<file path="config.mk">
export PLATFORM = sky130hd
export DESIGN_NAME = kernel_bias_loader
export DESIGN_NICKNAME = d
export VERILOG_FILES = /design/src/rtl/cnn_pkg.sv /design/src/rtl/kernel_bias_bank_counter.sv /design/src/rtl/kernel_bias_loader.sv
export SDC_FILE = /design/constraint.sdc
export NUM_CORES = 1
export LEC_CHECK = 0
export CAP_MARGIN = 10
export CORE_MARGIN = 2
export CORE_UTILIZATION = 35
export DETAILED_ROUTE_END_ITERATION = 16
export SLEW_MARGIN = 20
export SYNTH_ARGS = -nofsm -noshare
export SYNTH_HDL_FRONTEND = slang
export SYNTH_SLANG_ARGS = --single-unit
</file>
<file path="constraint.sdc">
create_clock -name i_clock -period 3 [get_ports i_clock]
set_input_delay 0.3 -clock i_clock [delete_from_list [all_inputs] [get_ports i_clock]]
set_output_delay 0.3 -clock i_clock [all_outputs]
set_load 0.01 [all_outputs]
</file>
<file path="src/rtl/cnn_pkg.sv">
// Shared types and default widths for the CNN kernel/bias loading path.
package cnn_pkg;

  typedef enum logic [1:0] {
    ST_IDLE  = 2'd0,
    ST_CLEAR = 2'd1,
    ST_LOAD  = 2'd2,
    ST_DONE  = 2'd3
  } loader_state_t;

  localparam int DEF_DATA_WIDTH                     = 32;
  localparam int DEF_KERNEL_BRAM_NUM                = 4;
  localparam int DEF_KERNEL_BIAS_WIDTH              = 8;
  localparam int DEF_KERNEL_BIAS_BRAM_ADDRESS_WIDTH = 6;

  // A single bank still needs a 1-bit index so the counter ports stay legal.
  function automatic int bank_index_width(input int banks);
    return (banks > 1) ? $clog2(banks) : 1;
  endfunction

endpackage

</file>
<file path="src/rtl/kernel_bias_bank_counter.sv">
// Bank-major write cursor: address runs 0..size-1 within a bank, then moves to the next bank.
module kernel_bias_bank_counter
  import cnn_pkg::*;
#(
  parameter int KERNEL_BRAM_NUM   = DEF_KERNEL_BRAM_NUM,
  parameter int KERNEL_BIAS_WIDTH = DEF_KERNEL_BIAS_WIDTH,
  parameter int ADDRESS_WIDTH     = DEF_KERNEL_BIAS_BRAM_ADDRESS_WIDTH,
  parameter int BANK_W            = bank_index_width(DEF_KERNEL_BRAM_NUM)
) (
  input  logic                         clock,
  input  logic                         reset_n,
  input  logic                         clear,
  input  logic                         advance,
  input  logic [KERNEL_BIAS_WIDTH-1:0] size,
  output logic [ADDRESS_WIDTH-1:0]     address,
  output logic [BANK_W-1:0]            bank,
  output logic                         last_word
);

  logic addr_end;

  assign addr_end  = (32'(address) + 32'd1) == 32'(size);
  assign last_word = addr_end && (32'(bank) == 32'(KERNEL_BRAM_NUM - 1));

  always_ff @(posedge clock or negedge reset_n) begin
    if (!reset_n) begin
      address <= '0;
      bank    <= '0;
    end else if (clear) begin
      address <= '0;
      bank    <= '0;
    end else if (advance) begin
      if (addr_end) begin
        address <= '0;
        bank    <= bank + BANK_W'(1);
      end else begin
        address <= address + ADDRESS_WIDTH'(1);
      end
    end
  end

endmodule

</file>
<file path="src/rtl/kernel_bias_loader.sv">
// Streams size*KERNEL_BRAM_NUM words into the kernel/bias BRAM banks, bank-major.
// Optional running checksum output enabled by KERNEL_BIAS_LOADER_CHECKSUM_EN.
module kernel_bias_loader
  import cnn_pkg::*;
#(
  parameter int DATA_WIDTH                     = DEF_DATA_WIDTH,
  parameter int KERNEL_BRAM_NUM                = DEF_KERNEL_BRAM_NUM,
  parameter int KERNEL_BIAS_WIDTH              = DEF_KERNEL_BIAS_WIDTH,
  parameter int KERNEL_BIAS_BRAM_ADDRESS_WIDTH = DEF_KERNEL_BIAS_BRAM_ADDRESS_WIDTH
) (
  input  logic                                      i_clock,
  input  logic                                      i_reset,
  input  logic                                      i_start,
  input  logic [KERNEL_BIAS_WIDTH-1:0]              i_kernel_bias_size,
  input  logic                                      i_s_valid,
  output logic                                      o_s_ready,
  input  logic [DATA_WIDTH-1:0]                     i_s_data,
  output logic                                      o_ps_enable [KERNEL_BRAM_NUM],
  output logic                                      o_wenable   [KERNEL_BRAM_NUM],
  output logic [KERNEL_BIAS_BRAM_ADDRESS_WIDTH-1:0] o_waddress  [KERNEL_BRAM_NUM],
  output logic [DATA_WIDTH-1:0]                     o_bram_data [KERNEL_BRAM_NUM],
  output logic [KERNEL_BRAM_NUM-1:0]                o_kernel_bias_bram_rst,
  output logic                                      o_busy,
  output logic                                      o_done,
  output logic                                      o_error
`ifdef KERNEL_BIAS_LOADER_CHECKSUM_EN
  ,
  output logic [DATA_WIDTH-1:0]                     o_checksum
`endif
);

  localparam int          BANK_W    = bank_index_width(KERNEL_BRAM_NUM);
  localparam logic [31:0] MAX_WORDS = 32'(1) << KERNEL_BIAS_BRAM_ADDRESS_WIDTH;

  loader_state_t state, state_next;

  logic [KERNEL_BIAS_WIDTH-1:0]              size_q;
  logic                                      size_bad;
  logic                                      xfer;
  logic [KERNEL_BIAS_BRAM_ADDRESS_WIDTH-1:0] cnt_address;
  logic [BANK_W-1:0]                         cnt_bank;
  logic                                      cnt_last;
  logic                                      done_q;
  logic                                      error_q;

  logic                                      vld_p1   [KERNEL_BRAM_NUM];
  logic [KERNEL_BIAS_BRAM_ADDRESS_WIDTH-1:0] waddr_p1 [KERNEL_BRAM_NUM];
  logic [DATA_WIDTH-1:0]                     wdata_p1 [KERNEL_BRAM_NUM];

  assign size_bad = (size_q == '0) || (32'(size_q) > MAX_WORDS);
  assign xfer     = (state == ST_LOAD) && i_s_valid;

  kernel_bias_bank_counter #(
    .KERNEL_BRAM_NUM  (KERNEL_BRAM_NUM),
    .KERNEL_BIAS_WIDTH(KERNEL_BIAS_WIDTH),
    .ADDRESS_WIDTH    (KERNEL_BIAS_BRAM_ADDRESS_WIDTH),
    .BANK_W           (BANK_W)
  ) u_bank_counter (
    .clock    (i_clock),
    .reset_n  (i_reset),
    .clear    (state == ST_CLEAR),
    .advance  (xfer),
    .size     (size_q),
    .address  (cnt_address),
    .bank     (cnt_bank),
    .last_word(cnt_last)
  );

  always_ff @(posedge i_clock or negedge i_reset) begin
    if (!i_reset) state <= ST_IDLE;
    else          state <= state_next;
  end

  always_comb begin
    state_next = state;
    case (state)
      ST_IDLE:  if (i_start) state_next = ST_CLEAR;
      ST_CLEAR: state_next = size_bad ? ST_DONE : ST_LOAD;
      ST_LOAD:  if (xfer && cnt_last) state_next = ST_DONE;
      ST_DONE:  state_next = ST_IDLE;
      default:  state_next = ST_IDLE;
    endcase
  end

  // DONE still counts as busy: it is the cycle carrying the final write.
  always_comb begin
    o_s_ready              = 1'b0;
    o_busy                 = 1'b0;
    o_kernel_bias_bram_rst = '0;
    case (state)
      ST_CLEAR: begin
        o_kernel_bias_bram_rst = '1;
        o_busy                 = 1'b1;
      end
      ST_LOAD: begin
        o_s_ready = 1'b1;
        o_busy    = 1'b1;
      end
      ST_DONE:  o_busy = 1'b1;
      default:  ;
    endcase
  end

  always_ff @(posedge i_clock or negedge i_reset) begin
    if (!i_reset) begin
      size_q  <= '0;
      done_q  <= 1'b0;
      error_q <= 1'b0;
    end else begin
      done_q <= (state == ST_DONE);
      if (state == ST_IDLE && i_start) begin
        size_q  <= i_kernel_bias_size;
        error_q <= 1'b0;
      end else if (state == ST_CLEAR && size_bad) begin
        error_q <= 1'b1;
      end
    end
  end

  assign o_done  = done_q;
  assign o_error = error_q;

  // Stage p1: a word accepted in cycle t is written to its bank in cycle t+1.
  always_ff @(posedge i_clock or negedge i_reset) begin
    if (!i_reset) begin
      for (int b = 0; b < KERNEL_BRAM_NUM; b++) begin
        vld_p1[b]   <= 1'b0;
        waddr_p1[b] <= '0;
        wdata_p1[b] <= '0;
      end
    end else begin
      for (int b = 0; b < KERNEL_BRAM_NUM; b++) begin
        vld_p1[b] <= xfer && (cnt_bank == BANK_W'(b));
        if (xfer && (cnt_bank == BANK_W'(b))) begin
          waddr_p1[b] <= cnt_address;
          wdata_p1[b] <= i_s_data;
        end
      end
    end
  end

  assign o_ps_enable = vld_p1;
  assign o_wenable   = vld_p1;
  assign o_waddress  = waddr_p1;
  assign o_bram_data = wdata_p1;

`ifdef KERNEL_BIAS_LOADER_CHECKSUM_EN
  logic [DATA_WIDTH-1:0] checksum_q;

  always_ff @(posedge i_clock or negedge i_reset) begin
    if (!i_reset)               checksum_q <= '0;
    else if (state == ST_CLEAR) checksum_q <= '0;
    else if (xfer)              checksum_q <= checksum_q + i_s_data;
  end

  assign o_checksum = checksum_q;
`endif

endmodule

</file>
==> impl_results.md <==
* Avg WL per Cell at 17.9 µm
* Psw at 1.93 mW
* Core Area at 19500 µm²
* Synthesized net count at 504
* Layout area overhead at 43.3%
* Vias in the first global route at 4818
* Max_slew headroom at 63.5%
* Row cnt at 51
* Multi-input logic area at 2400 µm²
* Clock Latency Late Sink at 0.42 ns
* Worst path arrival time at 2.01 ns
* Comb pwr share at 26.0%
* Gpl congestion at 0.804
* R2r setup slk at 0.74 ns
* Total negative slack at 0 ns
* Sequential Power Share at 42.3%
* Fin nets at 716
* First-pass GRT wire length at 27200 µm
* Max Cap Viol at 0
* Seq/Total Area, Yosys at 63.0%
* Seq cells post-synth at 176
* GRT Overall Usage at 16.5%
* Largest net degree at the start of global routing at 84
* Post-synth top flop: dfrtp_1
* Worst-path maximum fanout at 10
* Int Pwr at 5.16 mW
* Synth top area share at 63.0%
* RSZ-0062 raised after global routing: no
* Static Leak at 4.65 nW
* PostCTS Resize Cnt at 0
* Number of distinct library cells after synthesis at 42
* Routed vias at 4407
* Switching fraction of total power at 27.2%
* DIE AREA at 21100 µm²
* Proportion of layout cells with a drive suffix above 1 at 31.9%
* Most frequent cell after synthesis: dfrtp_1
* Die Span Y at 145 µm
* Top cells by area, synth: dfrtp_1, mux2_2, ha_1, buf_4, clkbuf_1
* Fin crit period at 2.31 ns
* Actual slew at the worst max-slew pin at 0.546 ns
* Final hold slack at 0.364 ns
* Setup Skew at 0.00695 ns
* IO buf count at 211
* ANT cells at 0
* Synth Instances at 450
* Clk sink count at 176
* Achievable Freq at 433 MHz
* Top post-synthesis cells by count: dfrtp_1, mux2_2, clkbuf_1, inv_1, nand2_1
* Final HPWL DP at 12000 µm
* Status: complete, no violations
* Maximum buffer depth of the clock tree at 2
* Initial Utilization at 35.8%
* Final period utilization at 77.0%
* Cell area after synthesis at 6990 µm²
* DR DRC count at 0
* Final core utilization at 51.3%
* CTS tree: built
* Critical path startpoint category: flop
* Synthesis warning total at 0
* EDFF count, synth at 0
* Avg Cell Area, Syn at 15.5 µm²
* PwrDens at 707 nW/µm²
* I/O pins at 212
* Root Driver: clkbuf_16
* Register area at 4400 µm²
* 1st-iter DRT viols at 183
* DR vias/cell at 4.69
* Antenna violations before repair at 0
* H-tree depth at 4
* Synth async-reset ratio at 100%
* Pre-antenna DRT Iters at 4
* Fillers at 1696
* Req. time, crit path at 2.70 ns
* Die W at 145 µm
* Post-route ant nets at 0
* Clk pin slew, worst setup/hold paths at 0.06 ns
* Final Hold Fails at 0
* Fin. max-slew vios at 0
* Total CTS buffers at 17
* GR Overflow Total at 0
* DRT Wirelength at 16800 µm
* Peak supply drop at 0.387 mV
* Clock power share at 31.7%
* Hold crit path type: input pin to async pin
* WS Path Type: flop to output pin
* Final Setup Violations at 0
* Area leader, netlist: dfrtp_1
* Worst setup EP type: output pin
metrics by stage:
step | cell area [µm²] | instances | setup WS (ns) | power (mW)
floorplan | 6990 | 450 | 0.813 | 3.91
global placement | 9400 | 907 | 0.768 | 4.87
detailed placement | 9400 | 907 | 0.747 | 4.91
CTS | 10000 | 940 | 0.654 | 7.19
global route | 10000 | 940 | 0.579 | 7.44
finish | 10000 | 940 | 0.690 | 7.09
cells by family after synthesis:
logic type / Yosys count / share of synthesized area, %
xor+xnor: 11 / 1.86
flops: 176 / 63.0
fa+ha+maj: 10 / 1.79
buf+inv: 40 / 2.81
mux: 158 / 25.5
simple gates: 35 / 2.72
compound gates: 20 / 2.34
power by group through the flow:
stage	sequential [mW]	clock [mW]	combinational (mW)
after global placement	3.03	0	1.84
after floorplan	3.11	0	0.799
after global routing	3.05	2.42	1.97
after detailed placement	3.05	0	1.86
final	3.00	2.24	1.84
after CTS	3.00	2.31	1.88
state kept, by name, summed over array words and instances, names as in the netlist:
signal and count:
o_bram_data 128, o_done 1, o_ps_enable 4, u_bank_counter.bank 2, o_error 1, state 2
size_q 8, u_bank_counter.address 6, o_waddress 24
critical path: stages (launching register included):
cell,delay [ns]
dfrtp_1,0.43
inv_1,0.12
ha_1,0.41
clkdlybuf4s50_1,0.62
cell type report:
class                   count  area share [%]
clock inverters            11            1.29
inverters                  12           0.450
multi-input cells         234            24.0
flip-flops and latches    176            44.0
well taps                 265            3.31
repair buffers            221            22.2
clock buffers              21            4.80
routing by layer:
| metal | part of all wire (%) | global-route usage, % | vias up |
|---|---|---|---|
| li1 | - | - | 2001 |
| met1 | 43 | 20.1 | 2232 |
| met2 | 49 | 27.1 | 147 |
| met3 | 6.2 | 5.14 | 27 |
| met4 | 2.7 | 7.01 | 0 |
| met5 | 0 | 0 | - |
repair_timing:
item	in CTS	in global routing
hold buffers	1	0
setup endpoints to repair	0	0
hold endpoints to repair	38	0
buffers inserted	0	0
placed cells by master, fill, tap and decap left out, drive strengths merged:
cell             n
a2bb2oi          1
nor3             3
inv             14
nand2           12
or4              2
nand3            4
buf             10
xnor3            1
nor2b            1
nand4            2
o221ai           1
nand2b           1
xor3             1
mux2           158
dlygate4sd3      1
o211ai           1
xnor2            5
xor2             4
clkdlybuf4s50  210
nor2             5
a21oi            2
a211oi           2
a21boi           2
nor3b            1
a22o             3
ha              10
nor4bb           1
a221o            2
bufinv           2
dfrtp          176
clkbuf          21
clkinv           5
and4             1
o21ai            6
or2b             1
clkinvlp         2
and2             1
path summary, 6_finish.rpt:
kind                                                        from                           end  depth (start not counted)
max in group asynchronous                                i_reset   o_bram_data[14]$_DFFE_PN0P_                          3
setup reg to reg           u_bank_counter.address[0]$_DFFE_PN0P_          state[1]$_DFFE_PN0P_                          7
min in group i_clock                  o_waddress[10]$_DFFE_PN0P_    o_waddress[10]$_DFFE_PN0P_                          2
hold / removal                                           i_reset  o_bram_data[108]$_DFFE_PN0P_                          2
hold reg to reg                       o_waddress[10]$_DFFE_PN0P_    o_waddress[10]$_DFFE_PN0P_                          2
setup / recovery                            state[1]$_DFFE_PN0P_     o_kernel_bias_bram_rst[2]                          3
Note: power is estimated with default switching activity, not from simulation.
